==> src/rtl/branch_checkpoint_stack.sv <==
// Branch checkpoint stack: DEPTH in-flight checkpoints, NUM_RESOLVE resolves per cycle,
// oldest-mispredict recovery with combinational restore of the winning checkpoint.
module branch_checkpoint_slot #(
    parameter int DEPTH     = 4,
    parameter int ROB_IDX_W = 5,
    parameter int LSQ_IDX_W = 4,
    parameter int PREGS     = 64,
    parameter int MAP_W     = 192,
    parameter int ADDR_W    = 32
) (
    input  logic                 clock,
    input  logic                 reset,
    input  logic                 alloc_en,
    input  logic                 keep,
    input  logic [DEPTH-1:0]     dep_init,
    input  logic [DEPTH-1:0]     clear_bits,
    input  logic [ROB_IDX_W-1:0] alloc_rob_tail,
    input  logic [LSQ_IDX_W-1:0] alloc_lsq_tail,
    input  logic [PREGS-1:0]     alloc_free_list,
    input  logic [MAP_W-1:0]     alloc_map_table,
    input  logic [ADDR_W-1:0]    alloc_recovery_pc,
    input  logic [PREGS-1:0]     retire_free,
    output logic                 valid,
    output logic [DEPTH-1:0]     dep,
    output logic [ROB_IDX_W-1:0] rob_tail,
    output logic [LSQ_IDX_W-1:0] lsq_tail,
    output logic [PREGS-1:0]     free_list,
    output logic [MAP_W-1:0]     map_table,
    output logic [ADDR_W-1:0]    recovery_pc
);
    always_ff @(posedge clock) begin
        if (reset) begin
            valid       <= 1'b0;
            dep         <= '0;
            rob_tail    <= '0;
            lsq_tail    <= '0;
            free_list   <= '0;
            map_table   <= '0;
            recovery_pc <= '0;
        end else if (alloc_en) begin
            valid       <= 1'b1;
            dep         <= dep_init;
            rob_tail    <= alloc_rob_tail;
            lsq_tail    <= alloc_lsq_tail;
            free_list   <= alloc_free_list | retire_free;
            map_table   <= alloc_map_table;
            recovery_pc <= alloc_recovery_pc;
        end else begin
            valid <= keep;
            dep   <= dep & ~clear_bits;
            // Registers retired while this branch is in flight must be free after recovery.
            if (keep)
                free_list <= free_list | retire_free;
        end
    end
endmodule

module branch_checkpoint_stack #(
    parameter int DEPTH       = 4,
    parameter int NUM_RESOLVE = 2,
    parameter int ROB_IDX_W   = 5,
    parameter int LSQ_IDX_W   = 4,
    parameter int PREGS       = 64,
    parameter int ARCH_REGS   = 32,
    parameter int PREG_W      = 6,
    parameter int ADDR_W      = 32,
    localparam int CNT_W      = $clog2(DEPTH+1),
    localparam int MAP_W      = ARCH_REGS*PREG_W
) (
    input  logic                         clock,
    input  logic                         reset,
    input  logic                         alloc_req,
    input  logic [ROB_IDX_W-1:0]         alloc_rob_tail,
    input  logic [LSQ_IDX_W-1:0]         alloc_lsq_tail,
    input  logic [PREGS-1:0]             alloc_free_list,
    input  logic [MAP_W-1:0]             alloc_map_table,
    input  logic [ADDR_W-1:0]            alloc_recovery_pc,
    output logic                         alloc_grant,
    output logic [DEPTH-1:0]             alloc_tag,
    output logic [DEPTH-1:0]             cur_b_mask,
    output logic [CNT_W-1:0]             free_count,
    input  logic [NUM_RESOLVE-1:0]       rslv_valid,
    input  logic [NUM_RESOLVE*DEPTH-1:0] rslv_tag,
    input  logic [NUM_RESOLVE-1:0]       rslv_mispred,
    input  logic [PREGS-1:0]             retire_free,
    output logic [DEPTH-1:0]             clear_mask,
    output logic                         restore_valid,
    output logic [DEPTH-1:0]             squash_mask,
    output logic [ROB_IDX_W-1:0]         restore_rob_tail,
    output logic [LSQ_IDX_W-1:0]         restore_lsq_tail,
    output logic [PREGS-1:0]             restore_free_list,
    output logic [MAP_W-1:0]             restore_map_table,
    output logic [ADDR_W-1:0]            restore_pc
);
    logic [DEPTH-1:0]                valid;
    logic [DEPTH-1:0][DEPTH-1:0]     slot_dep;
    logic [DEPTH-1:0][ROB_IDX_W-1:0] slot_rob;
    logic [DEPTH-1:0][LSQ_IDX_W-1:0] slot_lsq;
    logic [DEPTH-1:0][PREGS-1:0]     slot_fl;
    logic [DEPTH-1:0][MAP_W-1:0]     slot_map;
    logic [DEPTH-1:0][ADDR_W-1:0]    slot_pc;

    logic [DEPTH-1:0] mis_set, cor_set, win, first_free, keep;
    logic [PREGS-1:0] win_fl;
    logic [CNT_W-1:0] next_free;

    // Tags that miss every valid slot drop out here, so stale resolves are harmless.
    always_comb begin
        mis_set = '0;
        cor_set = '0;
        for (int c = 0; c < NUM_RESOLVE; c++) begin
            if (rslv_valid[c]) begin
                if (rslv_mispred[c]) mis_set |= rslv_tag[c*DEPTH +: DEPTH] & valid;
                else                 cor_set |= rslv_tag[c*DEPTH +: DEPTH] & valid;
            end
        end
    end

    // The oldest mispredict is the one that depends on no other mispredicting slot.
    always_comb begin
        win         = '0;
        squash_mask = '0;
        for (int i = 0; i < DEPTH; i++)
            win[i] = mis_set[i] && ((slot_dep[i] & mis_set) == '0);
        for (int j = 0; j < DEPTH; j++)
            squash_mask[j] = win[j] | (valid[j] && ((slot_dep[j] & win) != '0));
    end

    assign restore_valid = |mis_set;
    assign clear_mask    = cor_set & ~squash_mask;
    assign keep          = valid & ~clear_mask & ~squash_mask;

    always_comb begin
        restore_rob_tail  = '0;
        restore_lsq_tail  = '0;
        restore_map_table = '0;
        restore_pc        = '0;
        win_fl            = '0;
        for (int i = 0; i < DEPTH; i++) begin
            if (win[i]) begin
                restore_rob_tail  |= slot_rob[i];
                restore_lsq_tail  |= slot_lsq[i];
                restore_map_table |= slot_map[i];
                restore_pc        |= slot_pc[i];
                win_fl            |= slot_fl[i];
            end
        end
        restore_free_list = restore_valid ? (win_fl | retire_free) : '0;
    end

    always_comb begin
        first_free = '0;
        for (int i = DEPTH-1; i >= 0; i--)
            if (!valid[i]) first_free = DEPTH'(1) << i;
    end

    assign alloc_grant = alloc_req && (free_count != '0) && !restore_valid;
    assign alloc_tag   = alloc_grant ? first_free : '0;
    assign cur_b_mask  = keep | alloc_tag;

    always_comb begin
        next_free = CNT_W'(DEPTH);
        for (int i = 0; i < DEPTH; i++)
            if (cur_b_mask[i]) next_free = next_free - CNT_W'(1);
    end

    always_ff @(posedge clock) begin
        if (reset) free_count <= CNT_W'(DEPTH);
        else       free_count <= next_free;
    end

    for (genvar s = 0; s < DEPTH; s++) begin : g_slot
        branch_checkpoint_slot #(
            .DEPTH(DEPTH), .ROB_IDX_W(ROB_IDX_W), .LSQ_IDX_W(LSQ_IDX_W),
            .PREGS(PREGS), .MAP_W(MAP_W), .ADDR_W(ADDR_W)
        ) u_slot (
            .clock             (clock),
            .reset             (reset),
            .alloc_en          (alloc_tag[s]),
            .keep              (keep[s]),
            .dep_init          (keep),
            .clear_bits        (clear_mask),
            .alloc_rob_tail    (alloc_rob_tail),
            .alloc_lsq_tail    (alloc_lsq_tail),
            .alloc_free_list   (alloc_free_list),
            .alloc_map_table   (alloc_map_table),
            .alloc_recovery_pc (alloc_recovery_pc),
            .retire_free       (retire_free),
            .valid             (valid[s]),
            .dep               (slot_dep[s]),
            .rob_tail          (slot_rob[s]),
            .lsq_tail          (slot_lsq[s]),
            .free_list         (slot_fl[s]),
            .map_table         (slot_map[s]),
            .recovery_pc       (slot_pc[s])
        );
    end
endmodule
==> config.mk <==
export PLATFORM = sky130hd
export DESIGN_NAME = branch_checkpoint_stack
export DESIGN_NICKNAME = d
export VERILOG_FILES = /design/src/rtl/branch_checkpoint_stack.sv
export SDC_FILE = /design/constraint.sdc
export NUM_CORES = 2
export LEC_CHECK = 0
export BUFFER_PORTS_ARGS = -buffer_cell sky130_fd_sc_hd__buf_2
export CORE_MARGIN = 2
export CORE_UTILIZATION = 50
export DETAILED_ROUTE_END_ITERATION = 7
export MAX_ROUTING_LAYER = met4
export PLACE_DENSITY_LB_ADDON = 0.12
export SLEW_MARGIN = 30
export SYNTH_ARGS = -nofsm -noshare
export SYNTH_HDL_FRONTEND = slang
export SYNTH_HIERARCHICAL = 1
export SYNTH_SLANG_ARGS = --single-unit
==> constraint.sdc <==
create_clock -name clock -period 3.1 [get_ports clock]
set_input_delay 0.31 -clock clock [delete_from_list [all_inputs] [get_ports clock]]
set_output_delay 0.31 -clock clock [all_outputs]
set_load 0.05 [all_outputs]
==> flow_metrics.env <==
export IMPL_dpl_cell_area_mm2=0.05739
export IMPL_fin_nets=7007
export IMPL_switchingPower_w=0.01022
export IMPL_finalMaxSlewViolations=0
export IMPL_ir_drop_mv=0.5185
export IMPL_netlist_cell_type_count=45
export IMPL_rsz0062_at_grt="yes"
export IMPL_setup_slack_ns=-0.3340
export IMPL_tightest_slew_ns=0.9906
export IMPL_die_y_um=323
export IMPL_io_pins=694
export IMPL_routed_wl_mm=207.8
export IMPL_grt_pass1_wl_mm=289.2
export IMPL_grt_total_usage=0.3684
export IMPL_detail_route_antenna_nets=0
export IMPL_synth_nets=5748
export IMPL_start_util=0.5023
export IMPL_fmax_ghz=0.2912
export IMPL_flow_area_growth_from_synthesis_pct=48.06
export IMPL_clock_skew_ns=0.03429
export IMPL_power_frac_seq=0.435
export IMPL_relSlewSlack=0.3371
export IMPL_startpoint="g_slot[1].u_slot/valid$_SDFF_PP0_"
export IMPL_numPortBuffers=693
export IMPL_clkTransAtPathRegs_ns=0.06
export IMPL_synth_seq_area_share=0.4765
export IMPL_finalHoldViolCount=0
export IMPL_die_area_mm2=0.1043
export IMPL_drtIter0Drc=5459
export IMPL_min_from="alloc_req"
export IMPL_p_sw_frac=0.2650
export IMPL_finalCriticalPeriod_ns=3.434
export IMPL_drt_first_pass_iters=8
export IMPL_p_leak_nw=28.39
export IMPL_antenna_found_initial=32
export IMPL_grt_pass1_vias=47710
export IMPL_path_max_fanout=7
export IMPL_multi_input_area_mm2=0.02609
export IMPL_drive_above_1_share=0.2629
export IMPL_crit_arrival_ns=3.12
export IMPL_hold_path_class="primary input to flip-flop"
export IMPL_syn_inst=5370
export IMPL_layout_commonest_cell="dfxtp_1"
export IMPL_crit_required_ns=2.79
export IMPL_intPower_w=0.02835
export IMPL_grt_overflow_total=0
export IMPL_rows=117
export IMPL_endpoint_kind="primary output"
export IMPL_clock_tree_root_cell="clkbuf_16"
export IMPL_cts_tree="yes"
export IMPL_dpl_hpwl_mm=97.05
export IMPL_fp_coreArea_mm2=0.1013
export IMPL_syn_area_mm2=0.05088
export IMPL_fin_area_mm2=0.07533
export IMPL_via_per_inst=6.141
export IMPL_worst_skew_pair_late_latency_ns=0.76
export IMPL_syn_area_per_cell_um2=9.475
export IMPL_finalCritPeriodShare=1.108
export IMPL_async_flop_share=0
export IMPL_clock_path_buffers=3
export IMPL_routedWlPerCell_um=25.53
export IMPL_holdPathStages=7
export IMPL_max_cap_viol_count=0
export IMPL_tns_ns=-51.84
export IMPL_numCtsBuffers=131
export IMPL_synth_edff_count=0
export IMPL_synth_ff_type="dfxtp_1"
export IMPL_setup_viol_count_final=324
export IMPL_die_w_um=323
export IMPL_crit_type="flip-flop to primary output"
export IMPL_grt_start_max_net_pins=159
export IMPL_clkPwrFrac=0.427
export IMPL_clkSinkCount=1211
export IMPL_yosysWarnings=6
export IMPL_htreeDepth=4
export IMPL_gp_congestion=0.8664
export IMPL_num_vias=50000
export IMPL_place_ws_ns=0.02721
export IMPL_ys_seq_elements=1211
export IMPL_fill_cells=6576
export IMPL_p_per_area_mw_per_mm2=512.0
export IMPL_start_kind="flip-flop"
export IMPL_violations="DRC, setup timing"
export IMPL_ff2ff_path_depth=12
export IMPL_regArea_mm2=0.02425
export IMPL_outcome="finished with violations"
export IMPL_worstReg2RegStart="g_slot[1].u_slot/valid$_SDFF_PP0_"
export IMPL_drc_errors=4
export IMPL_mostFrequentLayoutCells="dfxtp_1, nor2_1, mux2i_1"
export IMPL_power_frac_comb=0.138
## layout make-up
type	instances	area share
Clock buffer	207	0.05365
Clock inverter	33	0.006311
Antenna cell	38	0.001262
Tap cell	1368	0.02272
Sequential cell	1211	0.3219
Multi-Input combinational cell	3680	0.3464
Inverter	9	0.0007308
Timing Repair Buffer	1596	0.2471
## logic make-up (layout without fill, tap and decap cells)
group	after synthesis	count (layout)	synth area share
compound gates	1227	1227	0.1773
simple gates	1517	1517	0.1168
mux	933	933	0.1836
other cells	0	38	0
buf+inv	479	1845	0.04525
xor+xnor	1	1	0.0001722
flops	1211	1211	0.4765
fa+ha+maj	2	2	0.0004917
## routing by layer
metal | GRT usage | share of wire | wire length (um) | up-vias
met2 | 0.5707 | 0.46 | 94610 | 2795
met3 | 0.09435 | 0.10 | 20830 | 801
met4 | 0.2026 | 0.063 | 13190 | 0
li1 | - | - | - | 22040
met1 | 0.4373 | 0.38 | 79200 | 24360
met5 | - | 0 | 0 | -
## state kept, by name, summed over array words and instances, names as in the netlist
| name | count |
|---|---|
| free_count | 3 |
| g_slot.u_slot/dep | 16 |
| g_slot.u_slot/free_list | 256 |
| g_slot.u_slot/lsq_tail | 16 |
| g_slot.u_slot/map_table | 768 |
| g_slot.u_slot/recovery_pc | 128 |
| g_slot.u_slot/rob_tail | 20 |
| g_slot.u_slot/valid | 4 |
## stage by stage
stage	instances	utilization	hold slack, ns	power, W
5_1_grt	8137	0.7435	0.3680	0.03962
3_5_place_dp	7137	0.5665	0.4793	0.02110
3_3_place_gp	7137	0.5665	0.4720	0.02101
6_report	8142	0.7436	0.3619	0.03857
4_1_cts	8011	0.7184	0.3002	0.03816
2_1_floorplan	5370	-	0.4136	0.01968
## power groups by stage
stage	Clock (W)	Combinational, W	Sequential, W
6_report	0.0165	0.00532	0.0168
5_1_grt	0.0172	0.00559	0.0168
4_1_cts	0.0165	0.00494	0.0167
3_5_place_dp	0	0.00409	0.0170
3_3_place_gp	0	0.00401	0.0170
2_1_floorplan	0	0.00274	0.0169
## final timing paths
path / slack, ns / endpoint
max: -0.33 / restore_pc[28]
min: 0.36 / g_slot[3].u_slot/map_table[1]$_SDFFE_PP0P_
max reg2reg: -0.05 / g_slot[3].u_slot/valid$_SDFF_PP0_
min reg2reg: 0.49 / g_slot[3].u_slot/recovery_pc[19]$_SDFFE_PP0P_
## synth_stat cells, types with 2 or more instances
master / number / area, um^2
nand2b_1: 2 / 12.51
a222oi_1: 67 / 670.6
inv_2: 2 / 7.510
o21ai_0: 2 / 10.01
a21o_1: 3 / 22.52
inv_1: 7 / 26.28
nor3b_1: 2 / 15.01
nand4_1: 6 / 37.54
and4b_1: 2 / 20.02
buf_4: 104 / 780.8
nand2_1: 265 / 994.7
a21boi_1: 5 / 37.54
o211ai_1: 2 / 15.01
dfxtp_1: 1211 / 24240
clkbuf_1: 262 / 983.4
a211oi_1: 514 / 3859
nor4b_2: 3 / 45.04
nor2_1: 1202 / 4512
a21oi_2: 4 / 35.03
buf_6: 5 / 56.30
nor4_2: 2 / 25.02
and2_1: 2 / 12.51
a21oi_1: 153 / 765.7
buf_1: 38 / 142.6
nor4b_4: 2 / 47.55
mux2i_1: 932 / 9329
nor3_1: 4 / 20.02
buf_2: 61 / 305.3
a22oi_1: 467 / 3506
nand3_1: 3 / 15.01
or3b_1: 16 / 140.1
a21boi_2: 5 / 56.30
ha_1: 2 / 25.02
o31ai_1: 2 / 15.01
## worst max-delay path, cell delays in order (launching register included)
cell     delay [ns]
dfxtp_2        0.34
nand4_1        0.16
buf_6          0.21
a21oi_4        0.15
nor4b_4        0.23
buf_6          0.17
buf_12         0.15
buf_4          0.12
buf_12         0.15
buf_12         0.14
a22oi_1        0.06
nand2_1        0.25
buf_6          0.21
## repair_timing
| action | in CTS | in global routing |
|---|---|---|
| buffers inserted | 106 | 75 |
| gates resized for setup | 786 | 351 |
| hold buffers | 426 | 0 |
| endpoints found under the setup margin | 313 | 353 |
| endpoints found under the hold margin | 1188 | 0 |
| pin swaps | 168 | 231 |
| gates cloned | 102 | 39 |
(Power assumes the default switching activity.)
